### config.mk
export PLATFORM = sky130hd
export DESIGN_NAME = fetch_ctrl
export DESIGN_NICKNAME = d
export VERILOG_FILES = /design/src/rtl/fetch_ctrl_pkg.sv /design/src/rtl/fetch_queue.sv /design/src/rtl/fetch_ctrl.sv
export SDC_FILE = /design/constraint.sdc
export NUM_CORES = 1
export LEC_CHECK = 0
export ABC_AREA = 1
export CAP_MARGIN = 20
export CORE_MARGIN = 2
export CORE_UTILIZATION = 42
export CTS_BUF_LIST = sky130_fd_sc_hd__clkbuf_4
export DETAILED_ROUTE_END_ITERATION = 8
export PLACE_DENSITY = 0.62
export SLEW_MARGIN = 5
export SYNTH_ARGS = -nofsm -noshare
export SYNTH_HDL_FRONTEND = slang
export SYNTH_HIERARCHICAL = 1
export SYNTH_SLANG_ARGS = --single-unit
### constraint.sdc
create_clock -name i_clk -period 4.4 [get_ports i_clk]
set_input_delay 0.44 -clock i_clk [delete_from_list [all_inputs] [get_ports i_clk]]
set_output_delay 0.44 -clock i_clk [all_outputs]
set_load 0.01 [all_outputs]
### src/rtl/fetch_ctrl_pkg.sv
// Shared fetch definitions: instruction width, sequencer states and fetch-queue entry layout.
`ifndef INST_WIDTH
`define INST_WIDTH 32
`endif

package fetch_ctrl_pkg;

   localparam int unsigned INST_W = `INST_WIDTH;

   typedef enum logic [1:0] {
      RUN       = 2'd0,
      IDLE_HALT = 2'd1,
      FAULT     = 2'd2
   } fetch_state_t;

   typedef struct packed {
      logic [31:0]       pc;
      logic [INST_W-1:0] inst;
      logic              fault;
   } fetch_entry_t;

endpackage

### src/rtl/fetch_queue.sv
// Two-entry synchronous FIFO of fetch entries with a registered head and a flush input.
module fetch_queue
   import fetch_ctrl_pkg::*;
(
   input  logic         i_clk,
   input  logic         i_rst_n,
   input  logic         i_flush,
   input  logic         i_push,
   input  logic         i_pop,
   input  fetch_entry_t i_entry,
   output fetch_entry_t o_head,
   output logic         o_valid,
   output logic         o_full
);

   fetch_entry_t r_head;
   fetch_entry_t r_tail;
   logic [1:0]   r_count;

   logic w_pop;
   logic w_push;

   assign w_pop  = i_pop && (r_count != 2'd0);
   // A full queue still accepts a push when the head leaves in the same cycle.
   assign w_push = i_push && ((r_count != 2'd2) || w_pop);

   always_ff @(posedge i_clk) begin
      if (!i_rst_n) begin
         r_head  <= '0;
         r_tail  <= '0;
         r_count <= 2'd0;
      end else if (i_flush) begin
         r_count <= 2'd0;
      end else begin
         unique case ({w_pop, w_push})
            2'b11: begin
               if (r_count == 2'd1) begin
                  r_head <= i_entry;
               end else begin
                  r_head <= r_tail;
                  r_tail <= i_entry;
               end
            end
            2'b10: begin
               r_head  <= r_tail;
               r_count <= r_count - 2'd1;
            end
            2'b01: begin
               if (r_count == 2'd0) begin
                  r_head <= i_entry;
               end else begin
                  r_tail <= i_entry;
               end
               r_count <= r_count + 2'd1;
            end
            default: begin
               r_count <= r_count;
            end
         endcase
      end
   end

   assign o_head  = r_head;
   assign o_valid = (r_count != 2'd0);
   assign o_full  = (r_count == 2'd2);

endmodule

### src/rtl/fetch_ctrl.sv
// Instruction-fetch sequencer: owns the PC, reads inst_mem and feeds decode through a 2-entry
// queue, handling redirects, halt requests and misaligned/out-of-range fetch faults.
module fetch_ctrl
   import fetch_ctrl_pkg::*;
#(
   parameter int unsigned MEM_SIZE = 1024,
   parameter logic [31:0] RESET_PC = 32'h0000_0000
) (
   input  logic                        i_clk,
   input  logic                        i_rst_n,
   output logic [$clog2(MEM_SIZE)-1:0] o_imem_addr,
   input  logic [`INST_WIDTH-1:0]      i_imem_inst,
   input  logic                        i_redirect,
   input  logic [31:0]                 i_redirect_pc,
   input  logic                        i_halt,
   output logic                        o_valid,
   input  logic                        i_ready,
   output logic [`INST_WIDTH-1:0]      o_inst,
   output logic [31:0]                 o_pc,
   output logic                        o_fault,
   output logic                        o_busy
);

   localparam int unsigned ADDR_W = $clog2(MEM_SIZE);

   logic [31:0]  r_pc;
   fetch_state_t r_state;

   logic         w_valid;
   logic         w_full;
   logic         w_pop;
   logic         w_push;
   logic         w_bad_pc;
   fetch_entry_t w_entry;
   fetch_entry_t w_head;

   assign w_pop    = w_valid && i_ready;
   assign w_bad_pc = (r_pc[1:0] != 2'b00) || ((r_pc >> ADDR_W) != 32'd0);
   // Halt beats both normal and fault pushes; redirect beats everything.
   assign w_push   = !i_redirect && (r_state == RUN) && !i_halt && (!w_full || w_pop);

   always_comb begin
      w_entry.pc    = r_pc;
      w_entry.inst  = w_bad_pc ? '0 : i_imem_inst;
      w_entry.fault = w_bad_pc;
   end

   always_ff @(posedge i_clk) begin
      if (!i_rst_n) begin
         r_pc    <= RESET_PC;
         r_state <= RUN;
      end else if (i_redirect) begin
         r_pc    <= i_redirect_pc;
         r_state <= i_halt ? IDLE_HALT : RUN;
      end else begin
         unique case (r_state)
            RUN: begin
               if (i_halt) begin
                  r_state <= IDLE_HALT;
               end else if (w_push) begin
                  if (w_bad_pc) begin
                     r_state <= FAULT;
                  end else begin
                     r_pc <= r_pc + 32'd4;
                  end
               end
            end
            IDLE_HALT: begin
               if (!i_halt) begin
                  r_state <= RUN;
               end
            end
            FAULT: begin
               r_state <= FAULT;
            end
            default: begin
               r_state <= RUN;
            end
         endcase
      end
   end

   fetch_queue u_fetch_queue (
      .i_clk   (i_clk),
      .i_rst_n (i_rst_n),
      .i_flush (i_redirect),
      .i_push  (w_push),
      .i_pop   (w_pop),
      .i_entry (w_entry),
      .o_head  (w_head),
      .o_valid (w_valid),
      .o_full  (w_full)
   );

   assign o_imem_addr = r_pc[ADDR_W-1:0];
   assign o_valid     = w_valid;
   assign o_pc        = w_head.pc;
   assign o_inst      = w_head.inst;
   assign o_fault     = w_head.fault;
   assign o_busy      = (r_state != IDLE_HALT) || w_valid;

endmodule

# ---- Yosys cells after proc, flatten, opt, wreduce, memory -nomap -nowiden
# Cells that the tools add are included.
dict set report classes {
  add_sub_neg 3
  n_eq_ne 17
  mux 20
  n_bitwise 2
  n_reduce_logical 28
}
# cell n
set op_table {}
lappend op_table {{two-way mux 65 bit} 4}
lappend op_table {{one-hot mux 65 bit (3 select lines)} 1}
lappend op_table {{two-way mux 32 bit} 6}
lappend op_table {{one-hot mux 65 bit (2 select lines)} 1}
lappend op_table {{adder 32 x 3 -> 32 bit (second input constant)} 1}
lappend op_table {{nonzero test 32 bit} 1}
lappend op_table {{nonzero test 2 bit} 6}
lappend op_table {{two-way mux 2 bit} 5}
lappend op_table {{!= test 2 bit (second input constant)} 5}
lappend op_table {{== test 2 bit (second input constant)} 4}
lappend op_table {{AND reduction 4 bit} 2}
lappend op_table {{== test 2 x 1 -> 1 bit (second input constant)} 3}
lappend op_table {{logical AND 1 bit} 6}
lappend op_table {{one-hot mux 2 bit (3 select lines)} 1}
lappend op_table {{AND reduction 3 bit} 2}
lappend op_table {{logical NOT 2 bit} 2}
lappend op_table {{logical OR 1 bit} 4}
lappend op_table {{!= test 2 x 1 -> 1 bit (second input constant)} 2}
lappend op_table {{!= test 4 x 3 -> 1 bit (second input constant)} 1}
lappend op_table {{!= test 4 bit (second input constant)} 1}
lappend op_table {{one-hot mux 2 bit (2 select lines)} 1}
lappend op_table {{logical NOT 1 bit} 3}
lappend op_table {{!= test 3 bit (second input constant)} 1}
lappend op_table {{nonzero test 3 bit} 1}
lappend op_table {{5 further kinds} 6}
dict set report word_totals {
  regBits 166
  out_inout_bits 77
  word_cells 79
}

# ---- Depth between registers and ports, before layout
# Gate-level depths: netlist of the first run.
dict set report logic_depth {
  ltp_word 8
  mapped_depth 19
  ltp_nobuf 15
}

# ---- Cells and area by module
# The synthesis of the first run kept the hierarchy.
# module instances cells_per_inst area_per_inst_um2
set modules_own_cells {}
lappend modules_own_cells {fetch_queue 1 1369 7863.8}
lappend modules_own_cells {fetch_ctrl 1 312 1950.6}

# ---- Worst setup path after synthesis of the first run
# Ideal clock, no wire load.
dict set report synth_timing {
  path_type {register -> register}
  startpoint {register u_fetch_queue.r_count[0]}
  endpoint {register u_fetch_queue.r_head (netlist bit u_fetch_queue/o_head[23])}
  setup_time_ps 109
  t_arrival_ps 2543
  required_ps 4291
  slack_ps 1748
  path_stages_with_launch 19
  path_buffers 4
  cell_sequence {dfxtp_1 -> inv_1 -> ha_1 -> inv_2 -> buf_2 -> buf_1 -> nand2_1 -> inv_1 -> nor2_2 -> nor2_4 -> inv_2 -> nor2_4 -> nand2_2 -> buf_2 -> buf_2 -> nand3_1 -> nand3_1 -> nand2_1 -> inv_1}
}
dict set report synth_via {
  elab_chain_cells 8
  word_cells_on_any_way 20
}
# element line_no
set synth_lines {}
lappend synth_lines {{start: declaration} fetch_queue.sv:18} ;# logic [1:0] r_count;
lappend synth_lines {{start signal: assignment} fetch_queue.sv:46} ;# r_count <= r_count - 2'd1;
lappend synth_lines {{start signal: assignment} fetch_queue.sv:54} ;# r_count <= r_count + 2'd1;
lappend synth_lines {{start signal: assignment} fetch_queue.sv:57} ;# r_count <= r_count;
lappend synth_lines {{nonzero test 2 bit (*)} fetch_queue.sv:64} ;# assign o_valid = (r_count != 2'd0);
lappend synth_lines {{named net o_valid} fetch_ctrl.sv:16} ;# output logic o_valid,
lappend synth_lines {{logical AND 1 bit (*)} fetch_ctrl.sv:37} ;# assign w_pop = w_valid && i_ready;
lappend synth_lines {{named net w_pop} fetch_ctrl.sv:31} ;# logic w_pop;
lappend synth_lines {{logical OR 1 bit (*)} fetch_ctrl.sv:40} ;# assign w_push = !i_redirect && (r_state == RUN) && !i_halt && (!w_full || w_pop);
lappend synth_lines {{logical AND 1 bit (*)} fetch_ctrl.sv:40}
lappend synth_lines {{named net w_push} fetch_ctrl.sv:32} ;# logic w_push;
lappend synth_lines {{logical AND 1 bit (*)} fetch_queue.sv:25} ;# assign w_push = i_push && ((r_count != 2'd2) || w_pop);
lappend synth_lines {{== test 2 x 1 -> 1 bit / == test 2 bit (equally long branches)} fetch_queue.sv:35} ;# unique case ({w_pop, w_push})
lappend synth_lines {{!= test 2 x 1 -> 1 bit (no line) / nonzero test 3 bit (equally long branches)} n/a}
lappend synth_lines {{AND reduction 3 bit (no line)} n/a}
lappend synth_lines {{end signal: assignment} fetch_queue.sv:38} ;# r_head <= i_entry;
lappend synth_lines {{end signal: assignment} fetch_queue.sv:40} ;# r_head <= r_tail;
lappend synth_lines {{end signal: assignment} fetch_queue.sv:45} ;# r_head <= r_tail;
lappend synth_lines {{end: declaration} fetch_queue.sv:16} ;# fetch_entry_t r_head;
# The timed path passes the listed nets; every way through them passes the cells marked *.
# A chain may end at the register's enable or synchronous reset.

# ---- Final worst setup path of the first run
dict set report layout_timing {
  startpoint {register u_fetch_queue.r_count[0]}
  endpoint {register u_fetch_queue.r_head (netlist bit u_fetch_queue/o_head[57])}
}
dict set report layout_via {
  elab_chain_cells 8
  word_cells_on_any_way 20
}
# element line_no
set layout_lines {}
lappend layout_lines {{nonzero test 2 bit (*)} fetch_queue.sv:64}
lappend layout_lines {{logical AND 1 bit (*)} fetch_ctrl.sv:37}
lappend layout_lines {{named net w_pop} fetch_ctrl.sv:31}
lappend layout_lines {{logical OR 1 bit / logical AND 1 bit (equally long branches)} {fetch_ctrl.sv:40, fetch_queue.sv:23}}
lappend layout_lines {{logical AND 1 bit / logical OR 1 bit (equally long branches)} {fetch_ctrl.sv:40, fetch_queue.sv:25}}
lappend layout_lines {{logical AND 1 bit} fetch_queue.sv:25}
lappend layout_lines {{== test 2 x 1 -> 1 bit / == test 2 bit (equally long branches)} fetch_queue.sv:35}
lappend layout_lines {{!= test 2 x 1 -> 1 bit (no line) / nonzero test 3 bit (equally long branches)} n/a}
lappend layout_lines {{AND reduction 3 bit (no line)} n/a}
# Marked as above.

==> flow_summary.json, run 1 <==
{
  "synthArstFlopShare_pct": 0,
  "synth-main-ff-cell": "dfxtp_1",
  "fill_cells": 2396,
  "ant_nets": 0,
  "synth.most_common_cell": "nand2_1",
  "drive_gt1_share_pct": 3.66,
  "overflow": 0,
  "grt_max_degree": 107,
  "die_h_um": 157,
  "cts-root-buf": "clkbuf_4",
  "synthCells": 1681,
  "crit_path_max_incr_delay_ns": 0.80,
  "leakage_nw": 5.55,
  "rrSetupSlack_ns": 0.85,
  "cts_tree": "done",
  "grt_pass1_vias": 9283,
  "rsz0062_at_grt": "no",
  "htree_levels": 4,
  "gp_congestion": 0.767,
  "synth-seq-cells": 166,
  "path_class": "flop to flop",
  "grt_usage_pct": 24.4,
  "die_w_um": 157,
  "hold_class": "input port to flop",
  "vdd_drop_max_uv": 149,
  "crit_path_cell_trace": "inv_1 -> ha_1 -> inv_2 -> nand2_1 -> clkinv_1 -> buf_4 -> nand2_2 -> a21oi_4 -> buf_12 -> nand2_1 -> nor2_1 -> nor2_1",
  "synthTopCellsByArea": "dfxtp_1, nand2_1, nor2_1",
  "finalCriticalPeriod_ns": 3.55,
  "regArea_mm2": 0.00332,
  "hpwl_mm": 17.3,
  "synth_seq_area_share_pct": 33.9,
  "start_util_pct": 43.1,
  "grt_pass1_wl_mm": 48.1,
  "path_clk_slew_ns": 0.14,
  "tns_ns": 0,
  "cp_data_arrival_time_ns": 4.02,
  "syn-num-nets": 1754,
  "path_max_fanout": 45,
  "setup_ws_ns": 0.846,
  "num_rows": 55,
  "end_kind": "flop",
  "clock.fmax_ghz": 0.281,
  "timing.final.max_slew_violations": 0,
  "wl_per_cell_um": 14.3,
  "synth_compound_area_share_pct": 7.52,
  "outcome": "finished clean",
  "synth_top_family_by_area": "simple AND/OR/NAND/NOR gates",
  "antenna_found_initial": 1,
  "via_count": 10205,
  "synth.distinct_cells": 28,
  "yosys.area.top_type_share_pct": 33.9,
  "drtIter0Drc": 766,
  "io_buffers": 145,
  "multi_input_area_mm2": 0.00495,
  "synthTopCellsByCount": "nand2_1, nor2_1, inv_1",
  "coreArea_mm2": 0.0228,
  "start_kind": "flop",
  "power_per_cell_area_mw_per_mm2": 275,
  "synth_fa_ha_area_share_pct": 0.510,
  "cts_sinks": 166,
  "clk_latency_ns": 0.56,
  "slowest_stage": "a21oi_4",
  "die_area_mm2": 0.0246,
  "numCtsBuffers": 17,
  "synth-simple-area-share_pct": 41.6,
  "place_ws_ns": 0.811,
  "firstDrtPassIters": 5,
  "cap_violations": 0,
  "cts_resized": 0,
  "cts_setup_buffers": 0,
  "critical-path-top-delay-family": "buffers and inverters",
  "totalWireLength_mm": 29.6,
  "fin_crit_sh_pct": 80.8,
  "skew_ns": 0.0232,
  "cts_hold_buf": 0,
  "fin_nets": 1811,
  "synthToLayoutAreaGrowth_pct": 18.3,
  "drc": 0,
  "setup_viol_count_final": 0,
  "path_buf_inv": 5,
  "critPathRequiredTime_ns": 4.86,
  "syn_area_per_cell_um2": 5.84,
  "synth_top_area_cell": "dfxtp_1",
  "vias_per_cell": 4.94,
  "clockBufferDepth": 2,
  "tightest_slew_ns": 1.04,
  "timing.final.hold_violations": 0,
  "synth.area.mux_share_pct": 0,
  "yosys_warnings": 6,
  "synth_xor_area_share_pct": 0.268,
  "ios": 146,
  "syn-cell-area_mm2": 0.00981,
  "maxSlewHeadroom_pct": 30.6,
  "synth_edf_count": 0
}
==> power by group <==
part	internal (mW)	switching (mW)
clock network	0.575	0.550
registers	1.56	0.0530
logic	0.196	0.257
total	2.33	0.861
==> path summary, 6_finish.rpt <==
| check | start | endpoint | cells past startpoint |
|---|---|---|---|
| worst min register to register | u_fetch_queue/o_head[9] | u_fetch_queue/o_head[9] | 4 |
| worst max-delay path | u_fetch_queue/r_count[0] | u_fetch_queue/o_head[57] | 12 |
| worst min-delay path | i_rst_n | u_fetch_queue/r_tail[47] | 3 |
| worst max register to register | u_fetch_queue/r_count[0] | u_fetch_queue/o_head[57] | 12 |
==> through the flow <==
stage	instances	area [µm²]	util (%)	hold WS [ns]	total power, mW
floorplan	1681	9810	-	0.450	1.88
global placement	2031	11200	49.3	0.504	2.09
global route	2065	11600	51.0	0.352	3.34
finish	2065	11600	51.0	0.395	3.19
detailed placement	2032	11200	49.4	0.505	2.09
CTS	2064	11600	50.9	0.352	3.22
==> worst register-to-register path: stages, from the launching register on <==
cell and delay, ns:
dfxtp_1 0.44, inv_1 0.09, ha_1 0.25, inv_2 0.09, nand2_1 0.06, clkinv_1 0.06, buf_4 0.45, nand2_2 0.53
a21oi_4 0.80, buf_12 0.34, nand2_1 0.12, nor2_1 0.19, nor2_1 0.06
==> cell families after synthesis <==
| kind of cell | Yosys count |
|---|---|
| DFF | 166 |
| AOI/OAI and AO/OA | 146 |
| buffers and inverters | 375 |
| adders and majority gates | 4 |
| and+or+nand+nor | 987 |
| xor gates and xnor gates | 3 |
==> cells in the final DEF (no fill, tap or decap) <==
| cell type | count |
|---|---|
| nand2_1 | 502 |
| nand2_4 | 2 |
| inv_2 | 4 |
| nand3_1 | 182 |
| ha_4 | 1 |
| nor2_1 | 249 |
| nor2_2 | 2 |
| o21ai_0 | 72 |
| buf_12 | 4 |
| diode_2 | 1 |
| ha_1 | 3 |
| nand3_4 | 1 |
| inv_1 | 247 |
| nand3_2 | 2 |
| nand4_1 | 37 |
| clkinv_1 | 7 |
| a21oi_4 | 1 |
| o21ai_1 | 2 |
| nand2_2 | 4 |
| buf_4 | 11 |
| or3_1 | 1 |
| a21oi_1 | 68 |
| bufinv_16 | 6 |
| clkdlybuf4s50_1 | 144 |
| clkbuf_4 | 20 |
| xnor2_1 | 1 |
| clkinvlp_4 | 1 |
| buf_16 | 1 |
| o21bai_1 | 3 |
| xor2_1 | 2 |
| nor2_4 | 3 |
| nor3_1 | 1 |
| dfxtp_1 | 166 |
| or3b_2 | 1 |
==> final cells by class <==
type / instances / share of cell area, %
sequential: 166 / 28.6
timing repair buffer: 160 / 14.1
inverter: 253 / 8.18
tap: 313 / 3.37
multi-input combinational: 1140 / 42.7
clock buffer: 20 / 1.29
antenna: 1 / 0.0216
clock inverter: 12 / 1.78
==> metal layers <==
metal	GRT usage [%]	share of wire, %
met3	3.99	6.5
met4	6.64	1.2
met5	0	0
met2	41.5	47
met1	32.1	45
==> flip-flops by register name, summed over array words and instances (netlist names) <==
signal and flops:
u_fetch_queue/r_tail 65, u_fetch_queue/r_count 2, u_fetch_queue/o_head 65, r_state 2
r_pc 32
Power figures use the tool's default switching activity.
==> run 2, diff against run 1 <==
--- a/config.mk
+++ b/config.mk
@@ -11,7 +11,7 @@
 export CORE_UTILIZATION = 42
 export CTS_BUF_LIST = sky130_fd_sc_hd__clkbuf_4
 export DETAILED_ROUTE_END_ITERATION = 8
-export PLACE_DENSITY = 0.62
+export PLACE_DENSITY = 0.65
 export SLEW_MARGIN = 5
 export SYNTH_ARGS = -nofsm -noshare
 export SYNTH_HDL_FRONTEND = slang
==> constraint.sdc (replaced) <==
create_clock -name i_clk -period 3.1 [get_ports i_clk]
set_input_delay 0.31 -clock i_clk [delete_from_list [all_inputs] [get_ports i_clk]]
set_output_delay 0.31 -clock i_clk [all_outputs]
set_load 0.01 [all_outputs]
==> run 2 against run 1 <==
Effect of this change: cell area fell by 0.16%; largest power group unchanged; largest cell class unchanged; sequential share of layout area barely moved; clock power rose by 12%; flip-flop and latch count did not move; die area did not move; critical path depth fell by 6; register-to-register slack got worse by 0.56 ns; non-clock buffer count rose by 13; hold slack got worse by 0.26 ns; sequential power rose by 42%.
==> flow_summary.json, run 2 (same netlist as run 1, synthesis figures left out) <==
{
  "timing.final.hold_violations": 0,
  "setup_viol_count_final": 0,
  "rsz0062_at_grt": "no",
  "antenna_found_initial": 1,
  "start_kind": "flop",
  "internal-power_mw": 2.99,
  "whs_path_depth": 3,
  "grt_pass1_wl_mm": 45.5,
  "io_buffers": 145,
  "end_kind": "output pin",
  "post-place-cells": 2045,
  "place_ws_ns": 0.368,
  "tightest_slew_ns": 1.06,
  "clockPowerShare_pct": 30.3,
  "power_switching_share_pct": 28.6,
  "cp-startpoint": "u_fetch_queue/r_count[0]",
  "hold_class": "input port to flop",
  "cts-root-buf": "clkbuf_4",
  "cts_tree": "done",
  "fin_nets": 1824,
  "htree_levels": 4,
  "hpwl_mm": 17.9,
  "cts_resized": 0,
  "overflow": 0,
  "maxSlewHeadroom_pct": 29.3,
  "final_common_cell": "nand2_1",
  "timing.final.max_slew_violations": 0,
  "hold_slack_ns": 0.132,
  "grt_max_degree": 49,
  "clock.fmax_ghz": 0.344,
  "die_w_um": 157,
  "reg2reg_depth": 11,
  "vdd_drop_max_uv": 179,
  "path_clk_slew_ns": 0.14,
  "drc": 0,
  "path_max_fanout": 42,
  "synthToLayoutAreaGrowth_pct": 18.1,
  "num_rows": 55,
  "crit-reg2reg-launch": "u_fetch_queue/r_count[0]",
  "drtIter0Drc": 661,
  "finalPower_mw": 4.19,
  "tns_ns": 0,
  "cts_sinks": 166,
  "final_cells": 2076,
  "leakage_nw": 5.57,
  "power_per_cell_area_mw_per_mm2": 361,
  "drive_gt1_share_pct": 4.37,
  "totalWireLength_mm": 28.3,
  "clockBufferDepth": 2,
  "setup_ws_ns": 0.193,
  "hp-start": "i_rst_n",
  "ant_nets": 0,
  "cp_data_arrival_time_ns": 2.60,
  "combPwrFrac_pct": 15.2,
  "die_h_um": 157,
  "cap_violations": 0,
  "cts_setup_buffers": 0,
  "firstDrtPassIters": 5,
  "grt_usage_pct": 23.1,
  "start_util_pct": 43.1,
  "finalCriticalPeriod_ns": 2.91,
  "die_area_mm2": 0.0246,
  "ios": 146,
  "gp_congestion": 0.817,
  "clk_latency_ns": 0.57,
  "wl_per_cell_um": 13.6,
  "p_switching_mw": 1.20,
  "vias_per_cell": 4.84,
  "numCtsBuffers": 17,
  "skew_ns": 0.0199,
  "cts_hold_buf": 0,
  "path_class": "flop to output pin",
  "grt_pass1_vias": 8966,
  "via_count": 10049,
  "p_seq_share_pct": 54.5,
  "mostFrequentLayoutCells": "nand2_1, nor2_1, inv_1, nand3_1, dfxtp_1",
  "fin_crit_sh_pct": 93.8,
  "outcome": "finished clean",
  "coreArea_mm2": 0.0228,
  "critPathRequiredTime_ns": 2.79
}
-- run 2: path summary, 6_finish.rpt --
path                                            endpoint  slack [ns]
worst max-delay path                              o_busy        0.19
worst min-delay path            u_fetch_queue/r_tail[43]        0.13
worst max register to register  u_fetch_queue/o_head[27]        0.29
worst min register to register  u_fetch_queue/o_head[25]        0.52
-- run 2: per-stage QoR --
stage	instance area, µm²	util [%]
global route	11600	50.9
detailed placement	11300	49.7
finish	11600	50.9
global placement	11300	49.7
CTS	11600	50.9
floorplan	9810	-
-- run 2: per-layer routing --
layer,routed length (µm),up-vias,global-route usage (%)
met1,13100,4505,30.2
li1,-,5260,-
met2,13600,263,40.0
met4,252,0,5.77
met3,1420,21,3.21
met5,0,-,0
-- run 2: critical path: stages, from the launching register on --
cell	delay, ns
dfxtp_1	0.38
inv_1	0.10
ha_1	0.21
inv_2	0.05
buf_4	0.29
or3b_2	0.51
clkdlybuf4s50_1	0.49
-- run 2: power groups by stage --
stage / logic, mW / registers (mW) / clock network (mW)
after detailed placement: 0.635 / 2.33 / 0
after CTS: 0.639 / 2.28 / 1.31
after global routing: 0.704 / 2.29 / 1.38
after global placement: 0.632 / 2.33 / 0
after floorplan: 0.339 / 2.32 / 0
final: 0.636 / 2.28 / 1.27
-- run 2: cell type report --
class                      count  area (µm²)
antenna                        1        2.50
clock buffer                  21         158
clock inverter                 9         105
fill                        2388       11200
inverter                     253         950
multi-input combinational   1140        4950
sequential                   166        3320
tap                          313         392
timing repair buffer         173        1710
==> run 3, diff against run 2 <==
--- a/config.mk
+++ b/config.mk
@@ -11,6 +11,7 @@
 export CORE_UTILIZATION = 42
 export CTS_BUF_LIST = sky130_fd_sc_hd__clkbuf_4
 export DETAILED_ROUTE_END_ITERATION = 8
+export MAX_ROUTING_LAYER = met4
 export PLACE_DENSITY = 0.65
 export SLEW_MARGIN = 5
 export SYNTH_ARGS = -nofsm -noshare
==> run 3 against run 2 <==
Effect of this change: routed wire length is essentially flat; clock power is essentially flat; power is essentially flat; utilization is the same; largest cell class unchanged; highest routed layer unchanged.
==> flow_summary.json, run 3 (same netlist as run 1, synthesis figures left out) <==
{
  "path_clk_slew_ns": 0.14,
  "vias_per_cell": 4.85,
  "clock.fmax_ghz": 0.343,
  "mostFrequentLayoutCells": "nand2_1, nor2_1, inv_1, nand3_1, dfxtp_1",
  "start_kind": "flop",
  "drive_gt1_share_pct": 4.37,
  "rsz0062_at_grt": "no",
  "numCtsBuffers": 17,
  "die_w_um": 157,
  "design_area_mm2": 0.0116,
  "timing.final.max_slew_violations": 0,
  "num_rows": 55,
  "path_max_fanout": 42,
  "clockBufferDepth": 2,
  "crit_path_cell_trace": "inv_1 -> ha_1 -> inv_2 -> buf_4 -> or3b_2 -> clkdlybuf4s50_1",
  "fin_crit_sh_pct": 93.9,
  "hpwl_mm": 17.9,
  "power_switching_share_pct": 28.6,
  "die_area_mm2": 0.0246,
  "combPwrFrac_pct": 15.2,
  "critPathRequiredTime_ns": 2.79,
  "synthToLayoutAreaGrowth_pct": 18.1,
  "multi_input_area_mm2": 0.00495,
  "end_kind": "output pin",
  "leakage_nw": 5.57,
  "hold_class": "input port to flop",
  "path_class": "flop to output pin",
  "clockPowerShare_pct": 30.3,
  "drtIter0Drc": 673,
  "coreArea_mm2": 0.0228,
  "ant_nets": 0,
  "p_seq_share_pct": 54.5,
  "fin_nets": 1824,
  "skew_ns": 0.0222,
  "firstDrtPassIters": 5,
  "path_buf_inv": 4,
  "clk_latency_ns": 0.58,
  "power_per_cell_area_mw_per_mm2": 361,
  "wl_per_cell_um": 13.7,
  "maxSlewHeadroom_pct": 31.9,
  "timing.final.hold_violations": 0,
  "vdd_drop_max_uv": 179,
  "drc": 0,
  "cts_setup_buffers": 0,
  "overflow": 0,
  "setup_viol_count_final": 0,
  "cts_sinks": 166,
  "antenna_found_initial": 1,
  "cts_resized": 0,
  "cap_violations": 0,
  "via_count": 10061,
  "cp_data_arrival_time_ns": 2.60,
  "crit_path_max_incr_delay_ns": 0.52,
  "fill_cells": 2388,
  "totalWireLength_mm": 28.3,
  "cts_hold_buf": 0,
  "finalCriticalPeriod_ns": 2.91,
  "p_switching_mw": 1.19,
  "internal-power_mw": 2.99,
  "cts_tree": "done",
  "htree_levels": 4,
  "tightest_slew_ns": 1.02,
  "gp_congestion": 0.831,
  "cts-root-buf": "clkbuf_4",
  "die_h_um": 157,
  "tns_ns": 0,
  "regArea_mm2": 0.00332,
  "final_common_cell": "nand2_1",
  "start_util_pct": 43.1,
  "grt_max_degree": 49,
  "outcome": "finished clean",
  "grt_pass1_wl_mm": 45.6,
  "io_buffers": 145,
  "grt_pass1_vias": 8962,
  "grt_usage_pct": 23.8,
  "dpl-instance-area_mm2": 0.0113,
  "slowest_stage": "or3b_2",
  "ios": 146,
  "critical-path-top-delay-family": "buffers and inverters"
}
[run 3: cell counts in the layout (fill, tap and decap cells not counted)]
Identical to the previous run, type by type.
[run 3: worst paths after layout]
kind,start,endpoint,slack [ns],depth (start not counted)
max reg2reg,u_fetch_queue/r_count[0],u_fetch_queue/o_head[27],0.27,11
min,i_rst_n,u_fetch_queue/r_tail[43],0.12,3
max,u_fetch_queue/r_count[0],o_busy,0.19,6
min reg2reg,u_fetch_queue/o_head[25],u_fetch_queue/o_head[25],0.53,4
[run 3: metrics by stage]
step	setup WS [ns]	hold slack, ns	util, %	instances	power [mW]
floorplan	0.448	0.445	-	1681	2.66
global route	0.0383	0.0811	50.9	2076	4.38
global placement	0.370	0.504	49.7	2045	2.96
detailed placement	0.368	0.502	49.7	2045	2.97
CTS	0.156	0.0780	50.9	2075	4.23
finish	0.188	0.120	50.9	2076	4.18
[run 3: routing by layer]
metal  track usage (%)  up-vias  share of wire (%)
li1                  -     5259                  -
met1              30.3     4508                 45
met3              3.71       15                5.4
met2              40.0      279                 48
met5                 -        -                  0
met4              5.11        0               0.66
[run 3: worst min-delay path, cell delays in order]
cell and delay, ns:
buf_4 0.21, nand2_1 0.11, nor2_1 0.03
[run 3: area by class of cell]
class | instances | share of cell area, %
Antenna cell | 1 | 0.0216
Clock buffer | 21 | 1.36
Clock inverter | 9 | 0.907
Inverter | 253 | 8.20
Multi-Input combinational cell | 1140 | 42.7
Sequential cell | 166 | 28.7
Tap cell | 313 | 3.38
Timing Repair Buffer | 173 | 14.7
[run 3: power by group through the flow]
stage               clock [mW]  sequential, mW  combinational, mW
finish                    1.27            2.28              0.636
global route              1.39            2.29              0.704
CTS                       1.31            2.28              0.639
detailed placement           0            2.33              0.635
global placement             0            2.33              0.632
floorplan                    0            2.32              0.339
